==> config.mk <==
export PLATFORM = sky130hd
export DESIGN_NAME = multicycle_control
export DESIGN_NICKNAME = d
export VERILOG_FILES = /design/src/rtl/mctrl_pkg.sv /design/src/rtl/mctrl_decode.sv /design/src/rtl/multicycle_control.sv
export SDC_FILE = /design/constraint.sdc
export NUM_CORES = 1
export LEC_CHECK = 0
export CAP_MARGIN = 20
export CORE_ASPECT_RATIO = 0.75
export CORE_MARGIN = 2
export CORE_UTILIZATION = 50
export DETAILED_ROUTE_END_ITERATION = 6
export GPL_ROUTABILITY_DRIVEN = 0
export PLACE_DENSITY = 0.85
export SLEW_MARGIN = 20
export SYNTH_ARGS = -nofsm -noshare
export SYNTH_HDL_FRONTEND = slang
export SYNTH_HIERARCHICAL = 1
export SYNTH_SLANG_ARGS = --single-unit
==> constraint.sdc <==
create_clock -name clk -period 5.3 [get_ports clk]
set_input_delay 1.06 -clock clk [delete_from_list [all_inputs] [get_ports clk]]
set_output_delay 1.06 -clock clk [all_outputs]
set_load 0.005 [all_outputs]
==> src/rtl/mctrl_pkg.sv <==
// Shared encodings for the multicycle MIPS control unit.
// Optional exception support is selected with the MCTRL_EXCEPTION_EN macro,
// which adds the EXC state.
package mctrl_pkg;

`ifdef MCTRL_EXCEPTION_EN
  typedef enum logic [2:0] {
    ST_INIT   = 3'd0,
    ST_FETCH  = 3'd1,
    ST_DECODE = 3'd2,
    ST_EXEC   = 3'd3,
    ST_MEM    = 3'd4,
    ST_WB     = 3'd5,
    ST_EXC    = 3'd6
  } state_e;
`else
  typedef enum logic [2:0] {
    ST_INIT   = 3'd0,
    ST_FETCH  = 3'd1,
    ST_DECODE = 3'd2,
    ST_EXEC   = 3'd3,
    ST_MEM    = 3'd4,
    ST_WB     = 3'd5
  } state_e;
`endif

  // Opcodes (IR[31:26])
  localparam logic [5:0] OP_R     = 6'h00;
  localparam logic [5:0] OP_J     = 6'h02;
  localparam logic [5:0] OP_JAL   = 6'h03;
  localparam logic [5:0] OP_BEQ   = 6'h04;
  localparam logic [5:0] OP_ADDI  = 6'h08;
  localparam logic [5:0] OP_ADDIU = 6'h09;
  localparam logic [5:0] OP_SLTI  = 6'h0a;
  localparam logic [5:0] OP_SLTIU = 6'h0b;
  localparam logic [5:0] OP_ANDI  = 6'h0c;
  localparam logic [5:0] OP_LUI   = 6'h0f;
  localparam logic [5:0] OP_LW    = 6'h23;
  localparam logic [5:0] OP_SW    = 6'h2b;

  // Funct codes (IR[5:0]) for R-type
  localparam logic [5:0] FN_SLL  = 6'h00;
  localparam logic [5:0] FN_SRL  = 6'h02;
  localparam logic [5:0] FN_SRA  = 6'h03;
  localparam logic [5:0] FN_JR   = 6'h08;
  localparam logic [5:0] FN_JALR = 6'h09;

  // ALUOp[2:0] classes; ALUOp[3] carries OpCode[0]
  localparam logic [2:0] ALU_ADD = 3'b000;
  localparam logic [2:0] ALU_BEQ = 3'b001;
  localparam logic [2:0] ALU_R   = 3'b010;
  localparam logic [2:0] ALU_AND = 3'b100;
  localparam logic [2:0] ALU_SLT = 3'b101;

  // Datapath mux selects
  localparam logic [1:0] REGDST_RD    = 2'b00;
  localparam logic [1:0] REGDST_RT    = 2'b01;
  localparam logic [1:0] REGDST_RA    = 2'b10;
  localparam logic [1:0] WBSEL_ALU    = 2'b00;
  localparam logic [1:0] WBSEL_MDR    = 2'b01;
  localparam logic [1:0] WBSEL_PC     = 2'b10;
  localparam logic [1:0] SRCB_RT      = 2'b00;
  localparam logic [1:0] SRCB_FOUR    = 2'b01;
  localparam logic [1:0] SRCB_IMM     = 2'b10;
  localparam logic [1:0] SRCB_IMMSH   = 2'b11;
  localparam logic [1:0] PCSRC_ALU    = 2'b00;
  localparam logic [1:0] PCSRC_JUMP   = 2'b01;
  localparam logic [1:0] PCSRC_RS     = 2'b10;
  localparam logic [1:0] PCSRC_ALUOUT = 2'b11;

  // Exception cause codes
  localparam logic [1:0] CAUSE_ILLEGAL = 2'b01;
  localparam logic [1:0] CAUSE_BUS     = 2'b10;

endpackage

==> src/rtl/mctrl_decode.sv <==
// Combinational opcode/funct classifier for the multicycle control FSM.
module mctrl_decode
  import mctrl_pkg::*;
(
  input  logic [5:0] opcode_i,
  input  logic [5:0] funct_i,
  output logic       is_jump_o,
  output logic       is_branch_o,
  output logic       is_load_o,
  output logic       is_store_o,
  output logic       is_rtype_o,
  output logic       is_imm_o,
  output logic       is_shift_o,
  output logic       illegal_o,
  output logic [3:0] alu_op_o
);

  logic [2:0] alu_cls_s;

  // Classify the instruction and pick its ALU operation class
  always_comb begin
    is_jump_o   = 1'b0;
    is_branch_o = 1'b0;
    is_load_o   = 1'b0;
    is_store_o  = 1'b0;
    is_rtype_o  = 1'b0;
    is_imm_o    = 1'b0;
    is_shift_o  = 1'b0;
    illegal_o   = 1'b0;
    alu_cls_s   = ALU_ADD;
    case (opcode_i)
      OP_R: begin
        alu_cls_s = ALU_R;
        if ((funct_i == FN_JR) || (funct_i == FN_JALR)) begin
          is_jump_o = 1'b1;
        end else begin
          is_rtype_o = 1'b1;
          is_shift_o = (funct_i == FN_SLL) || (funct_i == FN_SRL) ||
                       (funct_i == FN_SRA);
        end
      end
      OP_J, OP_JAL:                 is_jump_o   = 1'b1;
      OP_BEQ: begin
        is_branch_o = 1'b1;
        alu_cls_s   = ALU_BEQ;
      end
      OP_ADDI, OP_ADDIU, OP_LUI:    is_imm_o    = 1'b1;
      OP_SLTI, OP_SLTIU: begin
        is_imm_o  = 1'b1;
        alu_cls_s = ALU_SLT;
      end
      OP_ANDI: begin
        is_imm_o  = 1'b1;
        alu_cls_s = ALU_AND;
      end
      OP_LW:                        is_load_o   = 1'b1;
      OP_SW:                        is_store_o  = 1'b1;
      default:                      illegal_o   = 1'b1;
    endcase
    alu_op_o = {opcode_i[0], alu_cls_s};
  end

endmodule

==> src/rtl/multicycle_control.sv <==
// Multicycle MIPS control unit: FETCH/DECODE/EXEC/MEM/WB sequencer with a
// memory ready handshake, access timeout, retire pulse and cycle counter.
// Defining MCTRL_EXCEPTION_EN adds the EXC state and the exc_cause output.
module multicycle_control
  import mctrl_pkg::*;
#(
  parameter int MEM_TIMEOUT = 16,
  parameter int CNT_W       = 4
) (
  input  logic             clk,
  input  logic             reset,
  input  logic [5:0]       OpCode,
  input  logic [5:0]       Funct,
  input  logic             Zero,
  input  logic             mem_ready,
  output logic             PCWrite,
  output logic             IRWrite,
  output logic             IorD,
  output logic             MemRead,
  output logic             MemWrite,
  output logic             RegWrite,
  output logic [1:0]       RegDst,
  output logic [1:0]       MemtoReg,
  output logic             ALUSrcA,
  output logic [1:0]       ALUSrcB,
  output logic [1:0]       PCSrc,
  output logic             ExtOp,
  output logic             LuOp,
  output logic [3:0]       ALUOp,
  output logic             instr_done,
  output logic             bus_err,
  output logic [CNT_W-1:0] cyc_cnt,
`ifdef MCTRL_EXCEPTION_EN
  output logic [1:0]       exc_cause,
`endif
  output logic [2:0]       state
);

  localparam int WAIT_W = $clog2(MEM_TIMEOUT + 2);
  localparam logic [WAIT_W-1:0] WAIT_LAST =
    WAIT_W'((MEM_TIMEOUT > 0) ? (MEM_TIMEOUT - 1) : 0);
  localparam logic [CNT_W-1:0] CNT_MAX = {CNT_W{1'b1}};

`ifdef MCTRL_EXCEPTION_EN
  localparam state_e ST_ABORT = ST_EXC;
`else
  localparam state_e ST_ABORT = ST_FETCH;
`endif

  state_e            state_q, state_d;
  logic [WAIT_W-1:0] wait_q, wait_d;
  logic [CNT_W-1:0]  cyc_q, cyc_d;
  logic              timeout_s;

  logic is_jump_s, is_branch_s, is_load_s, is_store_s;
  logic is_rtype_s, is_imm_s, is_shift_s, illegal_s;
  logic [3:0] alu_op_s;

  mctrl_decode u_decode (
    .opcode_i    (OpCode),
    .funct_i     (Funct),
    .is_jump_o   (is_jump_s),
    .is_branch_o (is_branch_s),
    .is_load_o   (is_load_s),
    .is_store_o  (is_store_s),
    .is_rtype_o  (is_rtype_s),
    .is_imm_o    (is_imm_s),
    .is_shift_o  (is_shift_s),
    .illegal_o   (illegal_s),
    .alu_op_o    (alu_op_s)
  );

  // A completing access on the last allowed cycle wins over the timeout
  assign timeout_s = (MEM_TIMEOUT != 0) && (wait_q == WAIT_LAST) && !mem_ready;

`ifdef MCTRL_EXCEPTION_EN
  logic [1:0] exc_q, exc_d;
  assign exc_cause = exc_q;
`endif

  // Next-state and Moore datapath controls for the current state
  always_comb begin
    state_d    = state_q;
    PCWrite    = 1'b0;
    IRWrite    = 1'b0;
    IorD       = 1'b0;
    MemRead    = 1'b0;
    MemWrite   = 1'b0;
    RegWrite   = 1'b0;
    RegDst     = REGDST_RD;
    MemtoReg   = WBSEL_ALU;
    ALUSrcA    = 1'b0;
    ALUSrcB    = SRCB_RT;
    PCSrc      = PCSRC_ALU;
    ExtOp      = 1'b0;
    LuOp       = 1'b0;
    ALUOp      = 4'b0000;
    instr_done = 1'b0;
    bus_err    = 1'b0;
`ifdef MCTRL_EXCEPTION_EN
    exc_d      = exc_q;
`endif
    case (state_q)
      ST_INIT: state_d = ST_FETCH;
      ST_FETCH: begin
        MemRead = 1'b1;
        ALUSrcB = SRCB_FOUR;
        PCWrite = mem_ready;
        IRWrite = mem_ready;
        if (mem_ready) begin
          state_d = ST_DECODE;
        end else if (timeout_s) begin
          bus_err = 1'b1;
          state_d = ST_ABORT;
`ifdef MCTRL_EXCEPTION_EN
          exc_d   = CAUSE_BUS;
`endif
        end else begin
          state_d = ST_FETCH;
        end
      end
      ST_DECODE: begin
        ALUSrcB = SRCB_IMMSH;
        ALUOp   = alu_op_s;
        if (illegal_s) begin
          instr_done = 1'b1;
          state_d    = ST_ABORT;
`ifdef MCTRL_EXCEPTION_EN
          exc_d      = CAUSE_ILLEGAL;
`endif
        end else if (is_jump_s) begin
          PCWrite    = 1'b1;
          instr_done = 1'b1;
          state_d    = ST_FETCH;
          if (OpCode == OP_R) begin
            PCSrc    = PCSRC_RS;
            RegWrite = (Funct == FN_JALR);
            RegDst   = REGDST_RD;
            MemtoReg = (Funct == FN_JALR) ? WBSEL_PC : WBSEL_ALU;
          end else begin
            PCSrc    = PCSRC_JUMP;
            RegWrite = (OpCode == OP_JAL);
            RegDst   = (OpCode == OP_JAL) ? REGDST_RA : REGDST_RD;
            MemtoReg = (OpCode == OP_JAL) ? WBSEL_PC : WBSEL_ALU;
          end
        end else begin
          state_d = ST_EXEC;
        end
      end
      ST_EXEC: begin
        ALUOp = alu_op_s;
        ExtOp = !((OpCode == OP_SLTIU) || (OpCode == OP_ANDI));
        LuOp  = (OpCode == OP_LUI);
        if (is_branch_s) begin
          ALUSrcA    = 1'b1;
          ALUSrcB    = SRCB_RT;
          PCSrc      = PCSRC_ALUOUT;
          PCWrite    = Zero;
          instr_done = 1'b1;
          state_d    = ST_FETCH;
        end else if (is_load_s || is_store_s) begin
          ALUSrcA = 1'b1;
          ALUSrcB = SRCB_IMM;
          state_d = ST_MEM;
        end else if (is_rtype_s) begin
          ALUSrcA = !is_shift_s;
          ALUSrcB = SRCB_RT;
          state_d = ST_WB;
        end else if (is_imm_s) begin
          ALUSrcA = 1'b1;
          ALUSrcB = SRCB_IMM;
          state_d = ST_WB;
        end else begin
          state_d = ST_FETCH;
        end
      end
      ST_MEM: begin
        IorD     = 1'b1;
        MemRead  = is_load_s;
        MemWrite = is_store_s;
        if (mem_ready) begin
          instr_done = !is_load_s;
          state_d    = is_load_s ? ST_WB : ST_FETCH;
        end else if (timeout_s) begin
          bus_err = 1'b1;
          state_d = ST_ABORT;
`ifdef MCTRL_EXCEPTION_EN
          exc_d   = CAUSE_BUS;
`endif
        end else begin
          state_d = ST_MEM;
        end
      end
      ST_WB: begin
        RegWrite   = 1'b1;
        RegDst     = is_rtype_s ? REGDST_RD : REGDST_RT;
        MemtoReg   = is_load_s ? WBSEL_MDR : WBSEL_ALU;
        instr_done = 1'b1;
        state_d    = ST_FETCH;
      end
`ifdef MCTRL_EXCEPTION_EN
      ST_EXC: begin
        PCWrite = 1'b1;
        PCSrc   = PCSRC_ALUOUT;
        state_d = ST_FETCH;
      end
`endif
      default: state_d = ST_INIT;
    endcase
  end

  // Wait counter restarts on every state entry or abort; cycle counter
  // restarts on each new FETCH and saturates at its maximum
  always_comb begin
    wait_d = wait_q;
    cyc_d  = cyc_q;
    if ((state_d != state_q) || bus_err) begin
      wait_d = '0;
    end else if (!mem_ready && ((state_q == ST_FETCH) || (state_q == ST_MEM))) begin
      wait_d = wait_q + 1'b1;
    end else begin
      wait_d = wait_q;
    end
    if ((state_d == ST_FETCH) && (state_q != ST_FETCH)) begin
      cyc_d = {{(CNT_W-1){1'b0}}, 1'b1};
    end else if (cyc_q != CNT_MAX) begin
      cyc_d = cyc_q + 1'b1;
    end else begin
      cyc_d = cyc_q;
    end
  end

  // State and counter registers
  always_ff @(posedge clk or negedge reset) begin
    if (!reset) begin
      state_q <= ST_INIT;
      wait_q  <= '0;
      cyc_q   <= '0;
    end else begin
      state_q <= state_d;
      wait_q  <= wait_d;
      cyc_q   <= cyc_d;
    end
  end

`ifdef MCTRL_EXCEPTION_EN
  // Exception cause holds until the next EXC entry
  always_ff @(posedge clk or negedge reset) begin
    if (!reset) begin
      exc_q <= 2'b00;
    end else begin
      exc_q <= exc_d;
    end
  end
`endif

  assign state   = state_q;
  assign cyc_cnt = cyc_q;

endmodule

==> metrics, run 1 <==
nature of the critical path endpoint=output port; Std-Cell Core Area=0.00287 sq mm; Rel. slew slack=54.7%; Clock Skew=0.00286 ns; initial cell density of the core=51.2%; largest family of logic cells by synthesized area=simple AND/OR/NAND/NOR gates; Final WS setup=0.572 ns; Synth top area share=20.4%; via/cell ratio=5.94; DRT iter0 DRCs=108; Final Max Slew Viols=0; worst vdd ir=0.164 mV; status=complete, no violations; ANT nets after route=0; most frequent cells in the layout=clkdlybuf4s50_1 (45), nor2_1 (19), dfrtp_1 (12); grt total ovfl=0; Root Driver=clkbuf_8; final core utilization=69.0%; Power Total=623 uW; CTS H-tree depth=1; CTS Sinks=12; post-synth net total=212; Synth Cell Area=0.00147 sq mm; Die H=51.0 um; Tcrit/Tclk final=89.2%; Final min period=4.73 ns; post-synthesis simple-gate area fraction=40.4%; setup violators final=0; setup TNS=0 ns; total CTS buffers=3; IO buf count=45; crit-path max FO=11; Setup CP Type=primary input to output port; top cells by area, synth=dfrtp_1 (20%), nor2_1 (4.9%), ha_1 (4.3%); Vias=1605; Data arrival, critical path=3.67 ns; CP top delay family=simple AND/OR/NAND/NOR gates; final wirelength=3.95 mm; clk_lat worst skew=0.24 ns; row count=17; Area growth syn-to-layout=34.8%; most common cell after layout, fill and taps aside=clkdlybuf4s50_1; slowest cell delay on critical path=0.61 ns; Final nets=254; CTS tree=yes; Hold Crit Class=flip-flop to flip-flop; transition time of the tightest slew-check pin=0.680 ns; Residual DRC=0; max cap viols=0; Global Route Usage Sum=24.5%; Power Density=314 mW/mm^2; unrepaired setup endpoints after global routing=no; post-CTS setup buffer count=0; Seq/Total Area, Yosys=20.4%; wire per inst=14.6 um; initial antenna violation count=0; post-synthesis adder-cell area fraction=4.26%; final hold vios=0; cells along the critical path=clkdlybuf4s50_1 -> nor2_1 -> nand3b_1 -> nor3_1 -> and3_1 -> a21boi_0 -> o21bai_1 -> clkdlybuf4s50_1; Detailed Routing Iterations Pass 1=4; n_diodes=0; vias in the first global route=1362; ys async rst share=100%; complex-gate fraction of the synthesized area=24.6%; clock-pin slew on the worst setup and hold paths=0.05 ns; placed wire-length estimate=3.04 mm; Hold-fix buffers, CTS=0; xor-xnor portion of the synthesized cell area=2.38%; Top FF cell, synth=dfrtp_1; CP max-delay cell=clkdlybuf4s50_1; Avg Cell Area, Syn=7.70 sq um; leakage power=0.000778 uW; cell mode on critical path=clkdlybuf4s50_1; Distinct cells, synth=52; mux share of post-synthesis cell area=2.04%; Gate Count Post-Synth=191; first-pass GRT wire length=6.49 mm; Post-synth EDFFs=0; Post-CTS Resized=0; FMAX=212 MHz; CTS Buffer Depth=2; share of cells above drive strength 1=6.90%; DIE WIDTH=66.6 um; worst path bufs/invs=2; die footprint=0.00339 sq mm; Yosys top cell by area=dfrtp_1; R2R setup slack=3.05 ns; register bit total from synthesis=12; I/O pin total=46; WP data required=4.24 ns; pre-CTS setup slack=0.629 ns; synth warn=6; type of origin of the critical path=primary input; largest net degree at the start of global routing=21
flip-flops by register name, indices dropped and copies added (netlist names):
name / count
wait_q: 5
cyc_cnt: 4
state: 3
area by class of cell:
class / count / area (sq um)
inverter: 10 / 37.5
clock buffer: 4 / 55.1
timing repair buffer: 46 / 458
sequential: 12 / 300
fill: 259 / 890
tap: 38 / 47.5
multi-input combinational: 160 / 1080
metrics by stage:
stage / cells / hold WS [ns] / instance area (sq um)
4_1_cts: 270 / 0.630 / 1980
5_1_grt: 270 / 0.687 / 1980
3_3_place_gp: 266 / 0.631 / 1930
6_report: 270 / 0.629 / 1980
3_5_place_dp: 266 / 0.626 / 1930
2_1_floorplan: 191 / 0.592 / 1470
metal layers:
layer | up-vias | share of wire, % | GRT usage (%)
met5 | - | 0 | 0
met1 | 750 | 48 | 37.4
li1 | 786 | - | -
met4 | 0 | 1.5 | 4.76
met3 | 8 | 7.0 | 4.41
met2 | 61 | 43 | 35.8
tightest hold or removal path, delay by kind of cell, from the launching register on:
| family | cells | cell delay (ns) |
|---|---|---|
| AOI/OAI and AO/OA | 1 | 0.05 |
| DFF | 1 | 0.40 |
| muxes | 1 | 0.13 |
cell usage after synthesis, types with 4 or more instances:
library cell	count
a21boi_0	4
a21oi_1	9
a31oi_1	6
and2_1	5
and3_1	5
clkbuf_1	4
dfrtp_1	12
ha_1	5
inv_1	10
nand2_1	9
nand2b_1	7
nand3_1	9
nor2_1	19
nor2b_1	9
nor3_1	9
nor4_1	7
o21ai_0	8
cell families (layout without fill, tap and decap cells):
logic type / count (synthesis) / after routing
simple gates: 100 / 100
xor+xnor: 4 / 4
compound gates: 48 / 48
fa+ha+maj: 5 / 5
flops: 12 / 12
buf+inv: 19 / 60
mux: 3 / 3
worst paths after layout:
check | end | from | cells after the start
worst min register to register | cyc_cnt[1] | cyc_cnt[1] | 2
max in group asynchronous | state[1] | reset | 1
min in group asynchronous | wait_q[3] | reset | 1
worst max-delay path | PCWrite | OpCode[1] | 8
worst min-delay path | cyc_cnt[1] | cyc_cnt[1] | 2
worst max register to register | wait_q[1] | state[2] | 5
power by group:
group / switching [uW] / total, uW / internal, uW
Clock: 34.9 / 101 / 65.7
Sequential: 54.4 / 170 / 115
Combinational: 165 / 352 / 187
(Power assumes the default switching activity.)
==> inputs of run 2 (changes only) <==
- CORE_MARGIN: 2 -> unset
- TNS_END_PERCENT: unset -> 5
==> run 2 against run 1 <==
Net effect: global-route usage increased by 4.3 points; largest power group unchanged; die area down 6.8%; clock-buffer cell count stayed put; critical path depth is the same; sequential power rose by 2%; maximum frequency is 2.3% lower; hold slack better by 0.012 ns.
==> metrics, run 2 (synthesized netlist as in run 1, its figures left out) <==
status=complete, no violations; reg2reg start=state[2]; unrepaired setup endpoints after global routing=no; share of cells above drive strength 1=6.90%; Power Density=322 mW/mm^2; setup violators final=0; met2 routed WL=2.08 mm; DRT iter0 DRCs=124; crit-path max FO=11; setup TNS=0 ns; initial antenna violation count=0; wl on met1=1.94 mm; Final min period=4.84 ns; transition time of the tightest slew-check pin=0.704 ns; I/O pin total=46; CP max-delay cell=clkdlybuf4s50_1; Die H=49.0 um; largest net degree at the start of global routing=21; placed insts=264; type of origin of the critical path=primary input; die footprint=0.00316 sq mm; via/cell ratio=6.31; most common cell after layout, fill and taps aside=clkdlybuf4s50_1; Std-Cell Core Area=0.00270 sq mm; Tcrit/Tclk final=91.3%; vias in the first global route=1499; R2R Path End=wait_q[1]; Residual DRC=0; FMAX=207 MHz; Data arrival, critical path=3.78 ns; placed wire-length estimate=3.37 mm; Rel. slew slack=53.1%; IO buf count=45; topmost layer with routed signal wires=met4; Area growth syn-to-layout=34.6%; leakage power=0.000778 uW; initial cell density of the core=54.4%; worst vdd ir=0.184 mV; Final Max Slew Viols=0; worst path bufs/invs=2; CP top delay family=simple AND/OR/NAND/NOR gates; CTS Buffer Depth=2; clk_lat worst skew=0.25 ns; Hold Crit Class=flip-flop to flip-flop; Global Route Usage Sum=28.7%; Worst R2R Path Depth=5; Root Driver=clkbuf_8; final hold vios=0; max cap viols=0; nature of the critical path endpoint=output port; Vias=1692; row count=16; Detailed Routing Iterations Pass 1=4; cell mode on critical path=clkdlybuf4s50_1; n_diodes=0; wire per inst=16.8 um; end point of the critical path=PCWrite; Hold-fix buffers, CTS=0; WP data required=4.24 ns; clock-pin slew on the worst setup and hold paths=0.05 ns; Final nets=254; total CTS buffers=3; WL met3=413 um; Most flops, register=wait_q; CTS Sinks=12; Power Total=637 uW; grt total ovfl=0; post-CTS setup buffer count=0; final wirelength=4.50 mm; Final Non-Filler Cells=268; ANT nets after route=0; HP Start=cyc_cnt[1]; first-pass GRT wire length=7.14 mm; cells along the critical path=clkdlybuf4s50_1 -> nor2_1 -> nand3b_1 -> nor3_1 -> and3_1 -> a21boi_0 -> o21bai_1 -> clkdlybuf4s50_1; max reg flops=5; R2R setup slack=2.97 ns; most frequent cells in the layout=clkdlybuf4s50_1 (45), nor2_1 (19), dfrtp_1 (12); Critical Path Start=OpCode[0]; Post-CTS Resized=0; slowest cell delay on critical path=0.62 ns; Crit path depth=8; CTS H-tree depth=1; Setup CP Type=primary input to output port; DIE WIDTH=64.6 um; CTS tree=yes; Clock Skew=0.00649 ns
## run 2: cell counts in the layout (fill, tap and decap cells not counted)
No cell type changed its count.
## run 2: per-layer routing
layer	up-vias	track usage (%)
met5	-	0
met4	0	5.19
met3	12	4.91
met2	104	46.1
met1	787	40.6
li1	789	-
## run 2: worst register-to-register path, delay by kind of cell, from the launching register on
family,cells,cell delay [ns]
AND/OR/NAND/NOR,2,0.44
AO/OA/AOI/OAI,2,0.50
adder cells (fa/ha/maj),1,0.50
flip-flops,1,0.79
## run 2: final cells by class
type                            instances  area, sq um
Timing Repair Buffer                   46          458
Sequential cell                        12          300
Tap cell                               36         45.0
Clock buffer                            4         55.1
Inverter                               10         37.5
Multi-Input combinational cell        160         1080
Fill cell                             207          723
## run 2: metrics by stage
step	hold WS [ns]	utilization (%)	cell area, sq um	worst slack [ns]
global placement	0.619	71.2	1920	0.773
floorplan	0.592	-	1470	1.88
global route	0.691	73.2	1980	0.354
CTS	0.641	73.2	1980	0.552
detailed placement	0.637	71.2	1920	0.545
finish	0.641	73.2	1980	0.460
## run 2: worst min path at each step
stage	end	slack [ns]	depth (start not counted)
floorplan	wait_q[3]	0.59	3
global placement	cyc_cnt[2]	0.62	3
detailed placement	cyc_cnt[1]	0.64	2
CTS	cyc_cnt[1]	0.64	2
global route	cyc_cnt[1]	0.69	2
finish	cyc_cnt[1]	0.64	2
## run 2: power by group
part           internal (uW)  leakage, uW  switching, uW
sequential               115     0.000157           58.7
clock                   65.9    0.0000288           38.9
combinational            188     0.000592            170
